**config.mk**
```make
export PLATFORM = sky130hd
export DESIGN_NAME = instruction_loader
export DESIGN_NICKNAME = d
export VERILOG_FILES = /design/src/rtl/instruction_loader_pkg.sv /design/src/rtl/instruction_loader_word_assembler.sv /design/src/rtl/instruction_loader.sv
export SDC_FILE = /design/constraint.sdc
export NUM_CORES = 1
export LEC_CHECK = 0
export BUFFER_PORTS_ARGS = -buffer_cell sky130_fd_sc_hd__buf_2
export CAP_MARGIN = 5
export CORE_ASPECT_RATIO = 2
export CORE_MARGIN = 2
export CORE_UTILIZATION = 55
export DETAILED_ROUTE_END_ITERATION = 12
export GPL_TIMING_DRIVEN = 0
export PLACE_DENSITY = 0.79
export SLEW_MARGIN = 20
export SYNTH_ARGS = -nofsm -noshare
export SYNTH_HDL_FRONTEND = slang
export SYNTH_SLANG_ARGS = --single-unit
```
**constraint.sdc**
```tcl
create_clock -name i_clk -period 2.3 [get_ports i_clk]
set_input_delay 0.23 -clock i_clk [delete_from_list [all_inputs] [get_ports i_clk]]
set_output_delay 0.23 -clock i_clk [all_outputs]
set_load 0.02 [all_outputs]
```
**src/rtl/instruction_loader_pkg.sv**
```systemverilog
// -----------------------------------------------------------------------------
// instruction_loader_pkg
// Shared definitions for the program loader and the instruction decoder:
//   OPCODE_HALT    - opcode field value that ends a program
//   loader_state_t - loader FSM encoding (also visible on the debug port)
//   is_halt()      - true when a 6-bit opcode field is the HALT opcode
// -----------------------------------------------------------------------------
package instruction_loader_pkg;

  localparam logic [5:0] OPCODE_HALT = 6'b111111;

  typedef enum logic [2:0] {
    ST_IDLE  = 3'd0,
    ST_RECV  = 3'd1,
    ST_WRITE = 3'd2,
    ST_DONE  = 3'd3,
    ST_ERR   = 3'd4
  } loader_state_t;

  function automatic logic is_halt(input logic [5:0] opcode);
    return opcode == OPCODE_HALT;
  endfunction

endpackage

```
**src/rtl/instruction_loader_word_assembler.sv**
```systemverilog
// -----------------------------------------------------------------------------
// word_assembler
// Packs a byte stream into big-endian 32-bit words (first byte -> [31:24]).
// Ports:
//   i_clk, i_rst_n  clock, asynchronous active-low reset
//   i_byte          received byte
//   i_valid         byte strobe; a byte is taken on every cycle it is high
//   i_clear         drops any partial word; wins over i_valid
//   o_word          completed word, meaningful only while o_word_ready is high
//   o_word_ready    high in the cycle the 4th byte of a word is presented
// Handshake: i_valid is a pure strobe with no ready; the assembler never
// stalls, so a byte presented with i_valid high (and i_clear low) is consumed.
// o_word/o_word_ready are combinational so the caller can register the word
// in the same cycle the last byte arrives.
// -----------------------------------------------------------------------------
module word_assembler
  import instruction_loader_pkg::*;
(
  input  logic        i_clk,
  input  logic        i_rst_n,
  input  logic [7:0]  i_byte,
  input  logic        i_valid,
  input  logic        i_clear,
  output logic [31:0] o_word,
  output logic        o_word_ready
);

  logic [1:0]  cnt_q, cnt_d;
  logic [31:0] shift_q, shift_d;

  always_comb begin
    cnt_d   = cnt_q;
    shift_d = shift_q;
    if (i_clear) begin
      cnt_d   = 2'd0;
      shift_d = 32'h0;
    end else if (i_valid) begin
      shift_d = {shift_q[23:0], i_byte};
      // Wraps 3 -> 0, so the byte after a completed word is byte 0.
      cnt_d   = cnt_q + 2'd1;
    end
  end

  always_ff @(posedge i_clk or negedge i_rst_n) begin
    if (!i_rst_n) begin
      cnt_q   <= 2'd0;
      shift_q <= 32'h0;
    end else begin
      cnt_q   <= cnt_d;
      shift_q <= shift_d;
    end
  end

  assign o_word       = {shift_q[23:0], i_byte};
  assign o_word_ready = i_valid && !i_clear && (cnt_q == 2'd3);

endmodule

```
**src/rtl/instruction_loader.sv**
```systemverilog
// -----------------------------------------------------------------------------
// instruction_loader
// Fills instruction memory from the debug UART byte stream. Bytes are packed
// big-endian into 32-bit words which are written to consecutive word
// addresses starting at 0. The load ends after the HALT word is written
// (DONE), or with ERR if the last address is written without a HALT.
// Ports:
//   i_clk, i_rst_n      clock, asynchronous active-low reset
//   i_start             starts a load from IDLE/DONE/ERR; ignored while busy
//   i_rx_data/valid     byte stream (strobe, no back-pressure)
//   o_mem_we/addr/data  one-cycle memory write
//   o_busy              high in RECV and WRITE
//   o_done              HALT word written
//   o_error             memory filled without HALT
//   o_word_count        words written in the current/last load
//   o_dbg_state         current FSM state (loader_state_t encoding)
// All outputs come straight from flops.
// -----------------------------------------------------------------------------
module instruction_loader
  import instruction_loader_pkg::*;
#(
  parameter int ADDR_WIDTH = 8
) (
  input  logic                  i_clk,
  input  logic                  i_rst_n,
  input  logic                  i_start,
  input  logic [7:0]            i_rx_data,
  input  logic                  i_rx_valid,
  output logic                  o_mem_we,
  output logic [ADDR_WIDTH-1:0] o_mem_addr,
  output logic [31:0]           o_mem_data,
  output logic                  o_busy,
  output logic                  o_done,
  output logic                  o_error,
  output logic [ADDR_WIDTH:0]   o_word_count,
  output logic [2:0]            o_dbg_state
);

  localparam logic [ADDR_WIDTH-1:0] ADDR_ONE = 1;
  localparam logic [ADDR_WIDTH:0]   CNT_ONE  = 1;

  loader_state_t         state_q, state_d;
  logic [ADDR_WIDTH-1:0] addr_q, addr_d;
  logic [31:0]           data_q, data_d;
  logic [ADDR_WIDTH:0]   count_q, count_d;
  logic                  we_q, we_d;
  logic                  busy_q, busy_d;
  logic                  done_q, done_d;
  logic                  err_q, err_d;

  logic                  asm_valid;
  logic                  asm_clear;
  logic [31:0]           asm_word;
  logic                  asm_word_ready;

  // Bytes are only taken while a load is in progress. In WRITE the byte
  // becomes byte 0 of the next word (the assembler counter has wrapped).
  assign asm_valid = i_rx_valid && (state_q == ST_RECV || state_q == ST_WRITE);

  word_assembler u_word_assembler (
    .i_clk        (i_clk),
    .i_rst_n      (i_rst_n),
    .i_byte       (i_rx_data),
    .i_valid      (asm_valid),
    .i_clear      (asm_clear),
    .o_word       (asm_word),
    .o_word_ready (asm_word_ready)
  );

  always_comb begin
    state_d   = state_q;
    addr_d    = addr_q;
    data_d    = data_q;
    count_d   = count_q;
    asm_clear = 1'b0;
    case (state_q)
      ST_IDLE, ST_DONE, ST_ERR: begin
        if (i_start) begin
          state_d   = ST_RECV;
          addr_d    = '0;
          count_d   = '0;
          asm_clear = 1'b1;
        end
      end
      ST_RECV: begin
        if (asm_word_ready) begin
          data_d  = asm_word;
          state_d = ST_WRITE;
        end
      end
      ST_WRITE: begin
        count_d = count_q + CNT_ONE;
        if (is_halt(data_q[31:26])) begin
          state_d   = ST_DONE;
          asm_clear = 1'b1;   // a byte arriving now belongs to no word
        end else if (addr_q == '1) begin
          state_d   = ST_ERR;
          asm_clear = 1'b1;
        end else begin
          addr_d  = addr_q + ADDR_ONE;
          state_d = ST_RECV;
        end
      end
      default: state_d = ST_IDLE;
    endcase

    // Status outputs are registered from the next state so they line up
    // with the state they describe.
    we_d   = (state_d == ST_WRITE);
    busy_d = (state_d == ST_RECV) || (state_d == ST_WRITE);
    done_d = (state_d == ST_DONE);
    err_d  = (state_d == ST_ERR);
  end

  always_ff @(posedge i_clk or negedge i_rst_n) begin
    if (!i_rst_n) begin
      state_q <= ST_IDLE;
      addr_q  <= '0;
      data_q  <= 32'h0;
      count_q <= '0;
      we_q    <= 1'b0;
      busy_q  <= 1'b0;
      done_q  <= 1'b0;
      err_q   <= 1'b0;
    end else begin
      state_q <= state_d;
      addr_q  <= addr_d;
      data_q  <= data_d;
      count_q <= count_d;
      we_q    <= we_d;
      busy_q  <= busy_d;
      done_q  <= done_d;
      err_q   <= err_d;
    end
  end

  assign o_mem_we     = we_q;
  assign o_mem_addr   = addr_q;
  assign o_mem_data   = data_q;
  assign o_busy       = busy_q;
  assign o_done       = done_q;
  assign o_error      = err_q;
  assign o_word_count = count_q;
  assign o_dbg_state  = state_q;

endmodule

```
==> Word-level counts from Yosys, hierarchy flattened <==
Index checks and enable logic that the tools add are counted.
{ "op_classes": {"addsub": 3, "eq_ne": 14, "n_mux": 19, "n_reduce_logical": 13} }
{ "ops": {"columns": ["operator", "n"], "rows": [
  ["24-bit 2-to-1 mux", 2],
  ["8-bit 2-to-1 mux", 3],
  ["9-bit one-hot mux with 2 select lines", 1],
  ["8-bit one-hot mux with 2 select lines", 1],
  ["3-bit by 2-bit equality test with 1-bit output (second input constant)", 4],
  ["3-bit 2-to-1 mux", 4],
  ["9-bit by 1-bit adder with 9-bit output (second input constant)", 1],
  ["9-bit 2-to-1 mux", 1],
  ["3-bit one-hot mux with 3 select lines", 1],
  ["8-bit by 1-bit adder with 8-bit output (second input constant)", 1],
  ["8-bit equality test (second input constant)", 1],
  ["3-bit by 1-bit equality test with 1-bit output (second input constant)", 2],
  ["3-bit equality test (second input constant)", 2],
  ["6-bit equality test (second input constant)", 1],
  ["2-bit inequality test (second input constant)", 3],
  ["2-bit 2-to-1 mux", 2],
  ["2-bit AND reduction", 2],
  ["4-bit AND reduction", 1],
  ["2-bit nonzero test", 2],
  ["1-bit logical AND", 3],
  ["3-bit logical NOT", 1],
  ["1-bit 2-to-1 mux", 3],
  ["3-bit OR reduction", 1],
  ["2-bit by 1-bit adder with 2-bit output (second input constant)", 1],
  ["other kinds (4)", 5]
]} }
{ "word_totals": {"regBits": 82, "in_bits": 12, "output_inout_bits": 56, "wordCells": 59} }

==> Logic depth before layout (Yosys ltp) <==
{ "depth": {"depth_word": 11, "depth_mapped": 6} }

==> By module <==
From an unflattened synthesis, not the netlist that was laid out.
{ "unflattened": {"hier_cells": 293, "hier_area_um2": 3628.5} }
{ "by_module_without_submodules": {"columns": ["module", "instances", "cells_each", "area_each_um2", "seq_area_each_um2"], "rows": [
  ["instruction_loader", 1, 198, 2472.4, 1401.3],
  ["word_assembler", 1, 95, 1156.1, 650.6]
]} }

==> Worst setup path after synthesis <==
No wires, ideal clock.
{ "synth_path": {"path_type": "reg-to-reg", "from": "reg state_q[1], in the netlist o_dbg_state[1]", "to": "reg addr_q[5], in the netlist o_mem_addr[5]", "setup_time_ns": 0.079, "t_arrival_ns": 1.701, "setup_slack_ns": 0.520, "path_stages_with_launch": 6, "synth_period_minus_slack_ns": 1.780, "path_cell_list": "dfrtp_1 -> or3b_1 -> buf_6 -> or3_1 -> nor3_2 -> mux2i_1"} }
{ "synth_via": {"elab_chain_cells": 4} }
{ "synth_rtl": {"columns": ["element", "line_no", "rtl"], "rows": [
  ["start, declared", "instruction_loader.sv:42", "loader_state_t state_q, state_d;"],
  ["start signal, assigned", "instruction_loader.sv:126", "state_q <= state_d;"],
  ["3-bit by 2-bit equality test with 1-bit output, or another cell as far along", "instruction_loader.sv:76", "case (state_q)"],
  ["3-bit OR reduction", "instruction_loader.sv:76", null],
  ["2-bit inequality test (no source line) / 2-bit nonzero test (equally long branches)", null, null],
  ["4-bit AND reduction (no source line)", null, null],
  ["end signal, assigned", "instruction_loader.sv:127", "addr_q <= addr_d;"],
  ["end, declared", "instruction_loader.sv:43", "logic [ADDR_WIDTH-1:0] addr_q, addr_d;"]
]} }
Several ways; a longest one is shown, not always the timed one.
A chain may end at the register's enable or synchronous reset.

==> Worst setup path after layout <==
{ "layout_path": {"from": "reg state_q[0], in the netlist o_dbg_state[0]", "to": "reg addr_q[7], in the netlist o_mem_addr[7]"} }
The elaborated chain is that of the path after synthesis.

==> run_results.csv <==
group,metric,value,unit
route,wl_met2,4228,µm
global_route,grt_overflow,0,
flow_run,maxCapViolations,0,
yosys,async_reset_ff_frac,1.000,
yosys,synth_top_flop_cell,"dfrtp_1",
route,dr.pass1.iters,4,
timing,fin_crit_sh,0.9013,
global_route,grt_antenna_before_repair,0,
clock_tree,worstSkewPairLatency,0.33,ns
clock_tree,cts.sinks,82,
placed_design,dp_hpwl,5548,µm
critical_path,r2r_slack,0.23,ns
timing,setup-violations-final,0,
global_route,grt_pass1_wl,12310,µm
die,die_h,117.4,µm
final_layout,final_util,0.6897,
route,wl_met1,2727,µm
outcome,outcome,"finished, final reports clean",
placed_design,pre_cts_slack,0.2564,ns
yosys,syn_avg_cell_area,12.15,µm²
yosys,yosys.area.top_type,"dfrtp_1",
critical_path,ff2ff_path_depth,6,
critical_path,critPathTopFamily,"compound AO/OA/AOI/OAI gates",
clock_tree,tritoncts,"done",
route,finalWirelength,7661,µm
die,fp-row-count,41,
timing,hold_viol_final,0,
timing,fmax,0.4824,GHz
yosys,ys_types,36,
yosys,synth_edf_count,0,
hold_path,hold_path_end,"o_mem_data[6]",
placed_design,place_inst,445,
route,routedWlPerCell,16.58,µm
global_route,grt_max_degree,58,
critical_path,worstReg2RegStart,"o_dbg_state[0]",
critical_path,path_cells,"buf_2 -> and3b_1 -> o21ai_0 -> clkbuf_1 -> o311ai_0 -> o41ai_1",
placed_design,io_buffers,67,
yosys,synth_common_cells,"82 x dfrtp_1, 32 x mux2_2, 30 x mux2i_1",
timing,setup_ws,0.2269,ns
critical_path,cp.required,2.52,ns
clock_tree,clk_pin_slew_worst_paths,0.06,ns
yosys,synth.yosys.seq_area_share,0.5805,
timing,fin_setup_tns,0,ns
final_layout,nNetsFinal,386,
timing,slew_headroom,0.6568,
yosys,ys_ff_latch,82,
clock_tree,h-tree-depth,3,
yosys,yosysTopAreaCellShare,0.5805,
clock_tree,cts_buffers,9,
final_layout,instances_no_fill,462,
route,ant_nets,0,
power_and_ir_drop,power-per-cell-area,1283,nW/µm²
timing,holdWs,0.1423,ns
critical_path,crit_buf_inv,2,
hold_path,hold_path.class,"primary input to register",
critical_path,cp_slowest_cell,"dfrtp_1",
critical_path,crit_type,"register to register",
route,post-route-drc-count,0,
die,core-area,6259,µm²
placed_design,gp_congestion,0.9031,
clock_tree,ctsLongestPathBuffers,2,
critical_path,max_stage_delay,0.42,ns
clock_tree,root_buffer,"clkbuf_16",
final_layout,drive_gt1_frac,0.3404,
die,die_area,7123,µm²
timing,fin_worst_skew,0.005150,ns
critical_path,worst-path-stages,6,
critical_path,crit_arrival,2.29,ns
yosys,yosysWarnings,0,
timing,worstMarginPinSlew,0.5129,ns
route,top_layer_used,"met4",
critical_path,cp-start-kind,"register",
yosys,syn_nets,306,
yosys,synth_most_common_cell,"dfrtp_1",
final_layout,areaGrowthSynthToFinish,22.12,%
yosys,synth_area_leaders,"dfrtp_1 58%, mux2_2 10%, mux2i_1 8.5%, nor3_1 4.1%, nand4_1 2.3%",
route,viasPerCell,5.613,
timing,rsz0062_at_grt,"no",
route,num_vias,2593,
power_and_ir_drop,leakage,2.171,nW
yosys,syn-cell-area,3535,µm²
route,drt-initial-drc-count,99,
power_and_ir_drop,finalPower,5.540,mW
global_route,track_usage,0.2336,
hold_path,hold_depth,2,
die,ios,68,
final_layout,finalInstanceArea,4317,µm²
global_route,grt_pass1_vias,2632,
timing,layout_min_cycle_time,2.073,ns
die,initial_core_util,0.5648,
placed_design,dpl_cell_area,4008,µm²
final_layout,diodes,0,
critical_path,worstSetupEndpointType,"register",
route,wl_met3,397,µm
hold_path,min-delay-start,"i_rx_data[6]",
timing,slew_viol_final,0,
critical_path,r2r-end,"o_mem_addr[7]",
power_and_ir_drop,vdd_drop_max,0.8403,mV
critical_path,cp_max_fo,10,
yosys,netlist_instances,291,
die,die_x,60.69,µm
==> cells by family (layout without fill, tap and decap cells) <==
group,Yosys count,in the layout,synth area share
fa+ha+maj,3,3,0.01062
compound gates,25,25,0.04248
flops,82,82,0.5805
buf+inv,20,105,0.02796
mux,62,62,0.1869
xor+xnor,2,2,0.004957
simple gates,97,97,0.1466
==> worst reg2reg max path, delay by kind of cell (launching register included) <==
kind | cells | cell delay [ns]
compound gates | 3 | 0.74
buf+inv | 2 | 0.62
flops | 1 | 0.42
simple gates | 1 | 0.19
==> cell type report <==
type                            instances  area (µm²)
Timing Repair Buffer                   69       375.4
Sequential cell                        82        2052
Inverter                                3       11.26
Buffer                                 17       87.58
Clock inverter                          2       35.03
Multi-Input combinational cell        189        1384
Clock buffer                           14       264.0
Fill cell                             483        1942
Tap cell                               86       107.6
==> layout by cell type, fill, tap and decap left out, types with 2 or more instances in the layout <==
master	instances
nand2b_1	3
dfrtp_1	82
inv_1	3
clkbuf_16	9
and4_1	2
buf_4	3
nand2_1	17
clkbuf_8	2
o21ai_0	15
and3_1	4
or2_2	2
nand4_1	13
mux2_2	32
nor3_1	29
o21a_1	2
buf_2	73
ha_1	3
clkbuf_1	10
a21oi_1	2
nor2_1	7
nor2b_1	4
mux2i_1	30
nand3_1	10
==> per-layer routing <==
layer | up-vias | GRT usage
met4 | 0 | 0.1250
met3 | 20 | 0.05623
li1 | 1210 | -
met5 | - | 0
met1 | 1271 | 0.2466
met2 | 92 | 0.4026
==> worst max path at each step <==
stage,startpoint,end,slack (ns)
detailed placement,o_dbg_state[0],u_word_assembler.shift_q[10],0.26
finish,o_dbg_state[0],o_mem_addr[7],0.23
CTS,o_dbg_state[0],u_word_assembler.shift_q[7],0.22
global placement,o_dbg_state[0],u_word_assembler.shift_q[6],0.27
global route,o_dbg_state[0],u_word_assembler.shift_q[7],0.02
floorplan,o_dbg_state[1],o_mem_addr[5],0.52
==> flip-flops by register name (all words and copies together), names as in the netlist <==
register / count
o_mem_data: 32
u_word_assembler.shift_q: 24
o_word_count: 9
o_mem_addr: 8
o_dbg_state: 3
u_word_assembler.cnt_q: 2
o_busy: 1
o_done: 1
o_error: 1
o_mem_we: 1
==> where the power goes <==
group / total (mW) / switching (mW) / leakage, nW / internal (mW)
logic: 1.83 / 1.04 / 0.961 / 0.782
clock network: 1.42 / 0.524 / 0.147 / 0.899
registers: 2.29 / 0.351 / 1.06 / 1.94
==> repair_timing <==
item,4_1_cts,5_1_grt
gates resized for setup,0,0
endpoints found under the hold margin,25,0
buffers inserted,0,0
hold buffers,1,0
No activity file was read; power rests on OpenSTA's default activity.
